**config.mk**
```make
export PLATFORM = sky130hd
export DESIGN_NAME = onehot_decoder_seq
export DESIGN_NICKNAME = d
export VERILOG_FILES = /design/src/rtl/onehot_dec_pkg.sv /design/src/rtl/onehot_dec_core.sv /design/src/rtl/onehot_decoder_seq.sv
export SDC_FILE = /design/constraint.sdc
export NUM_CORES = 1
export LEC_CHECK = 0
export CAP_MARGIN = 20
export CORE_MARGIN = 3
export CORE_UTILIZATION = 38
export DETAILED_ROUTE_END_ITERATION = 8
export GPL_ROUTABILITY_DRIVEN = 0
export PLACE_DENSITY = 0.73
export SETUP_SLACK_MARGIN = 0.3
export SYNTH_ARGS = -nofsm -noshare
export SYNTH_HDL_FRONTEND = slang
export SYNTH_SLANG_ARGS = --single-unit
```
**constraint.sdc**
```tcl
create_clock -name clk -period 1.9 [get_ports clk]
set_clock_uncertainty 0.2 [all_clocks]
set_input_delay 0.38 -clock clk [delete_from_list [all_inputs] [get_ports clk]]
set_output_delay 0.38 -clock clk [all_outputs]
set_load 0.01 [all_outputs]
```
**src/rtl/onehot_dec_pkg.sv**
```systemverilog
// Shared types, constants and the one-hot helper for onehot_decoder_seq.
package onehot_dec_pkg;

   typedef enum logic [1:0] {
      IDLE   = 2'd0,
      SINGLE = 2'd1,
      SWEEP  = 2'd2,
      ERR    = 2'd3
   } state_t;

   localparam int unsigned ERRCNT_W  = 8;
   localparam int unsigned MAX_OUT_W = 256;

   // Indices at or above width yield an all-zero vector; callers truncate to their own width.
   function automatic logic [MAX_OUT_W-1:0] onehot(input int unsigned idx, input int unsigned width);
      logic [MAX_OUT_W-1:0] v;
      v = '0;
      for (int unsigned i = 0; i < MAX_OUT_W; i++) begin
         if (i == idx && i < width) v[i] = 1'b1;
      end
      return v;
   endfunction

endpackage

```
**src/rtl/onehot_dec_core.sv**
```systemverilog
// Combinational index-to-one-hot decode with out-of-range detection.
module onehot_dec_core
   import onehot_dec_pkg::*;
#(
   parameter int unsigned SEL_W = 3,
   parameter int unsigned OUT_W = 8
) (
   input  logic [SEL_W-1:0] idx,
   output logic [OUT_W-1:0] y,
   output logic             err_raw
);

   // One extra bit so OUT_W = 2**SEL_W is representable.
   localparam logic [SEL_W:0] OUT_W_EXT = (SEL_W+1)'(OUT_W);

   always_comb begin
      y       = OUT_W'(onehot(32'(idx), OUT_W));
      err_raw = ({1'b0, idx} >= OUT_W_EXT);
   end

endmodule

```
**src/rtl/onehot_decoder_seq.sv**
```systemverilog
// Registered one-hot decoder with single/sweep modes and valid/ready handshakes.
// Define ONEHOT_DEC_ERRCNT_EN to add the saturating err_cnt output.
module onehot_decoder_seq
   import onehot_dec_pkg::*;
#(
   parameter int unsigned SEL_W = 3,
   parameter int unsigned OUT_W = 8
) (
   input  logic                clk,
   input  logic                rst,
   input  logic                in_valid,
   output logic                in_ready,
   input  logic [SEL_W-1:0]    in_sel,
   input  logic                in_sweep,
   output logic                out_valid,
   input  logic                out_ready,
   output logic [OUT_W-1:0]    y,
   output logic                out_last,
   output logic                out_err,
`ifdef ONEHOT_DEC_ERRCNT_EN
   output logic [ERRCNT_W-1:0] err_cnt,
`endif
   output logic                busy
);

   localparam logic [SEL_W:0] LAST_IDX = (SEL_W+1)'(OUT_W - 1);

   state_t           state, state_nxt;
   logic [SEL_W-1:0] idx, idx_nxt, core_idx;
   logic [OUT_W-1:0] core_y;
   logic             core_err;
   logic             idx_last;
   logic             accept;

   // The single decoder checks in_sel while idle and decodes the held index otherwise.
   assign core_idx = (state == IDLE) ? in_sel : idx;
   assign idx_last = ({1'b0, idx} == LAST_IDX);
   assign accept   = (state == IDLE) && in_valid;

   onehot_dec_core #(
      .SEL_W (SEL_W),
      .OUT_W (OUT_W)
   ) u_core (
      .idx     (core_idx),
      .y       (core_y),
      .err_raw (core_err)
   );

   always_ff @(posedge clk) begin
      if (rst) begin
         state <= IDLE;
         idx   <= '0;
      end else begin
         state <= state_nxt;
         idx   <= idx_nxt;
      end
   end

   always_comb begin
      state_nxt = state;
      idx_nxt   = idx;
      in_ready  = 1'b0;
      out_valid = 1'b1;
      busy      = 1'b1;
      y         = '0;
      out_last  = 1'b0;
      out_err   = 1'b0;
      unique case (state)
         IDLE: begin
            in_ready  = 1'b1;
            out_valid = 1'b0;
            busy      = 1'b0;
            if (in_valid) begin
               idx_nxt = in_sel;
               if (core_err)      state_nxt = ERR;
               else if (in_sweep) state_nxt = SWEEP;
               else               state_nxt = SINGLE;
            end
         end
         SINGLE: begin
            y        = core_y;
            out_last = 1'b1;
            if (out_ready) state_nxt = IDLE;
         end
         SWEEP: begin
            y        = core_y;
            out_last = idx_last;
            if (out_ready) begin
               if (idx_last) state_nxt = IDLE;
               else          idx_nxt   = idx + 1'b1;
            end
         end
         ERR: begin
            out_err  = 1'b1;
            out_last = 1'b1;
            if (out_ready) state_nxt = IDLE;
         end
         default: state_nxt = IDLE;
      endcase
   end

`ifdef ONEHOT_DEC_ERRCNT_EN
   always_ff @(posedge clk) begin
      if (rst)                                       err_cnt <= '0;
      else if (accept && core_err && err_cnt != '1)  err_cnt <= err_cnt + 1'b1;
   end
`endif

endmodule

```
==> results of run 1 <==
[logic make-up after synthesis]
logic type	count (synthesis)
simple gates	21
compound gates	18
buf+inv	12
fa+ha+maj	7
flops	5
mux	4
[cell usage after synthesis]
library cell,instances
or3_4,1
o32a_1,1
nor2b_4,1
a21o_1,1
o221a_2,1
dfxtp_1,5
o21ba_1,1
nand2b_1,1
mux2_2,2
nor3b_1,1
mux2i_1,1
nor4_1,1
o311ai_0,1
or2_4,1
ha_1,7
nand2_1,3
o22a_1,1
o41ai_2,1
nor3_1,1
o21ai_0,1
a31o_1,1
a31oi_1,2
a211oi_1,6
buf_6,1
nand3b_1,1
buf_4,2
nor2_1,10
mux2_4,1
a21boi_1,1
inv_1,9
[stage by stage]
step | area [µm²] | setup slack [ns] | instances | hold WS, ns
2_1_floorplan | 632 | -0.0595 | 67 | 0.242
3_3_place_gp | 978 | -0.674 | 120 | 0.382
3_5_place_dp | 978 | -0.688 | 120 | 0.388
4_1_cts | 1210 | -0.245 | 132 | 0.409
[what timing repair did]
item                                    in CTS
resized for setup                          101
endpoints found under the setup margin      18
hold buffers                                 0
buffers inserted                             8
pin swaps                                   14
==> flow_summary.ini, run 1 <==
[grt]
antenna_violations_before_repair = 0
grt_max_degree = 9

[floorplan]
floorplan.initialDensity = 0.416
io-pin-count = 21
placementRows = 13
floorplan.die.height_um = 44.5
die_x_um = 44.5

[logic_synthesis]
syn_area_per_cell_um2 = 8.38
syn-num-nets = 82
ys_seq_area_frac = 0.178
synthXorXnorAreaFrac = 0
synth_largest_type_area_fraction = 0.178
synth_top_cells_by_area = dfxtp_1, ha_1, a211oi_1
library_cell_with_the_largest_summed_area_after_synthesis = dfxtp_1
adder_cell_share_of_the_synthesized_area = 0.156
yosys-mux-area-fraction = 0.0846
synth_top_family_by_area = compound AO/OA/AOI/OAI gates
postSynthRegisterBits = 5
synth_simple_gate_area_frac = 0.205
synthesis.yosys.warnings = 0
fraction_of_the_mapped_netlist_area_in_compound_gates = 0.269
post_synthesis_cell_count = 67
synthesized_cell_area_um2 = 562
synth.distinct_cells = 30

[status]
error_message = [ERROR DPL-0033] detailed placement checks failed during check placement.
outcome = aborted with a tool error
failing_step = global routing (5_1_grt)

[sta]
grt-worst-endpoint = y[5]
worstEndpointType = output port

[placement]
portBuffers = 20
dpl.hpwl_um = 1190

[clock_network]
clock_tree.root_cell = clkbuf_4
cts_num_sinks = 5
ctsLongestPathBuffers = 2
cts_buffers = 3
htree_levels = 1
==> run 2, diff against run 1 <==
CORE_AREA = 3 3 64 66   (was default)
CORE_MARGIN = default   (was 3)
CORE_UTILIZATION = default   (was 38)
DIE_AREA = 0 0 67 69   (was default)
PLACE_DENSITY = default   (was 0.73)
PLACE_DENSITY_LB_ADDON = 0.15   (was default)
SETUP_SLACK_MARGIN = default   (was 0.3)
clock period = 2.47 ns   (was 1.9 ns; I/O delays follow)
==> flow_summary.ini, run 2 <==
[status]
outcome = finished, final reports clean

[drt]
vias_per_cell = 3.92
drc = 0
firstDrtPassIters = 4
drt-wirelength-per-cell_um = 10.6
detail_route.wirelength_um = 1540
antenna_violating_nets_post_route = 0
route.vias.total = 572
initialDrtViolationCount = 26

[logic_synthesis]
synthesized_cell_area_um2 = 562
async_reset_ff_frac = 0
syn-num-nets = 82
synth_top_cells_by_area = dfxtp_1, ha_1, a211oi_1
synthesis.yosys.warnings = 0
syn_area_per_cell_um2 = 8.38
post-synth-top-count-cell = nor2_1
postSynthRegisterBits = 5
synth_largest_type_area_fraction = 0.178
synth.distinct_cells = 30
post_synth_edffs = 0
synth_top_cells_by_count = nor2_1, inv_1, ha_1
library_cell_with_the_largest_summed_area_after_synthesis = dfxtp_1
dominantRegCellSynth = dfxtp_1
post_synthesis_cell_count = 67
ys_seq_area_frac = 0.178

[power]
power-per-cell-area_nw_per_um2 = 644
peakVddDrop_mv = 0.277
power.static_leakage_nw = 0.422

[sta]
worst_pin_slew_ns = 0.509
timing.fmax_mhz = 419
final-setup-viol-count = 0
final-hold-violation-count = 0
post-route-period-util = 0.965
worst_slew_margin_rel = 0.656
finalWorstPathRequiredPeriod_ns = 2.38
finalMaxSlewViolations = 0
hold_ws_ns = 0.278
rsz0062_at_grt = no

[clock_network]
cts_num_sinks = 5
cts.hold.buffers_added = 0
clk_pin_slew_ns = 0.04
ctsLongestPathBuffers = 2
htree_levels = 1
cts_buffers = 3
cts_tree = built
insertion_delay_ns = 0.22
clock_tree.root_cell = clkbuf_8

[final_layout]
multi_input_comb_area_um2 = 402
fillers = 422
share_of_cells_above_drive_strength_1 = 0.276
num_antenna_cells = 0
final_nets = 114
register_area_um2 = 100
area_growth_syn_to_layout_pct = 58.8
register_ranked_first_by_flip_flop_count = idx
finish.utilization = 0.246
mostFrequentLayoutCells = nor2_1, clkdlybuf4s50_1, buf_4, inv_1, ha_1
final_cells = 146
finish.instance_area_um2 = 892
largest_register_ff_count = 3
largest_registers = idx (3), state (2)

[worst_setup_path]
worstPathCellList = inv_1, ha_1, mux2_4, or2_4, nor2_1, clkdlybuf4s15_2
cp.buffers_inverters = 2
crit_start_category = flip-flop
worstPathArrival_ns = 1.69
required_ns = 1.78
timing.critical_path.slowest_stage_cell = dfxtp_1
crit_path_end_kind = output port
setup.worst_path.class = reg2out
crit_path_max_incr_delay_ns = 0.34
worst_path_dominant_cell_family = flip-flops
path_max_fanout = 4

[grt]
grt_overflow = 0
grt_max_degree = 11
grt_pass1_wl_um = 2570
first_global_vias = 568
grt_use_total = 0.0710
antenna_violations_before_repair = 0

[run]
max-cap-violations = 0

[worst_hold_path]
worstHoldPathType = reg2reg

[placement]
post_dp_cell_area_um2 = 871
dpl.hpwl_um = 1290
placed_cells = 142
portBuffers = 20

[floorplan]
die_x_um = 67
die-area_um2 = 4620
placementRows = 22
coreArea_um2 = 3630
floorplan.die.height_um = 69
floorplan.initialDensity = 0.155
io-pin-count = 21
==> run 2: cell counts after synthesis <==
No cell type changed its count.
==> run 2: path summary, 6_finish.rpt <==
path | start | endpoint | slack, ns | cells past startpoint
max | state[0] | y[1] | 0.09 | 6
max reg2reg | state[0] | state[0] | 0.42 | 7
min reg2reg | idx[2] | idx[2] | 0.28 | 2
min | idx[2] | idx[2] | 0.28 | 2
==> run 2: repair_timing <==
action	in CTS	in global routing
endpoints found under the setup margin	9	4
resized for setup	20	6
buffers inserted	0	0
pin swaps	0	0
==> run 2: area by class of cell <==
| type | count | area share |
|---|---|---|
| clock buffers | 4 | 0.0505 |
| inverters | 9 | 0.0379 |
| multi-input cells | 50 | 0.450 |
| flip-flops and latches | 5 | 0.112 |
| well taps | 48 | 0.0673 |
| repair buffers | 30 | 0.282 |
==> run 2: kinds of logic (layout without fill, tap and decap cells) <==
group / after synthesis / in the layout / share of synthesized area
adders and majority gates: 7 / 7 / 0.156
DFF: 5 / 5 / 0.178
AOI/OAI and AO/OA: 18 / 18 / 0.269
and+or+nand+nor: 21 / 21 / 0.205
buffers and inverters: 12 / 43 / 0.107
muxes: 4 / 4 / 0.0846
==> run 2: metrics by stage <==
step / worst slack [ns] / setup TNS [ns] / power [W]
2_1_floorplan: 0.313 / 0 / 0.000317
3_3_place_gp: -0.303 / -1.73 / 0.000446
3_5_place_dp: -0.316 / -1.81 / 0.000439
4_1_cts: 0.0115 / 0 / 0.000586
5_1_grt: 0.00856 / 0 / 0.000622
6_report: 0.0861 / 0 / 0.000574
==> run 2: metal layers <==
metal | up-vias | track usage | wire (µm)
met5 | - | 0 | 0
met1 | 251 | 0.0964 | 800
met4 | 0 | 0.0405 | 9
met2 | 18 | 0.103 | 635
met3 | 2 | 0.0130 | 96
li1 | 301 | - | -
==> run 2: worst reg2reg max path, cell delays in order (launching register included) <==
cell and delay [ns]:
dfxtp_1 0.34, inv_1 0.06, buf_4 0.13, ha_1 0.20, buf_4 0.17, a21boi_1 0.16
o311ai_0 0.50, o41ai_2 0.15
==> run 2: report_power, final <==
group | switching (W) | internal, W
Sequential | 0.0000123 | 0.0000975
Clock | 0.0000369 | 0.000111
Combinational | 0.000152 | 0.000165
Power figures use the tool's default switching activity.
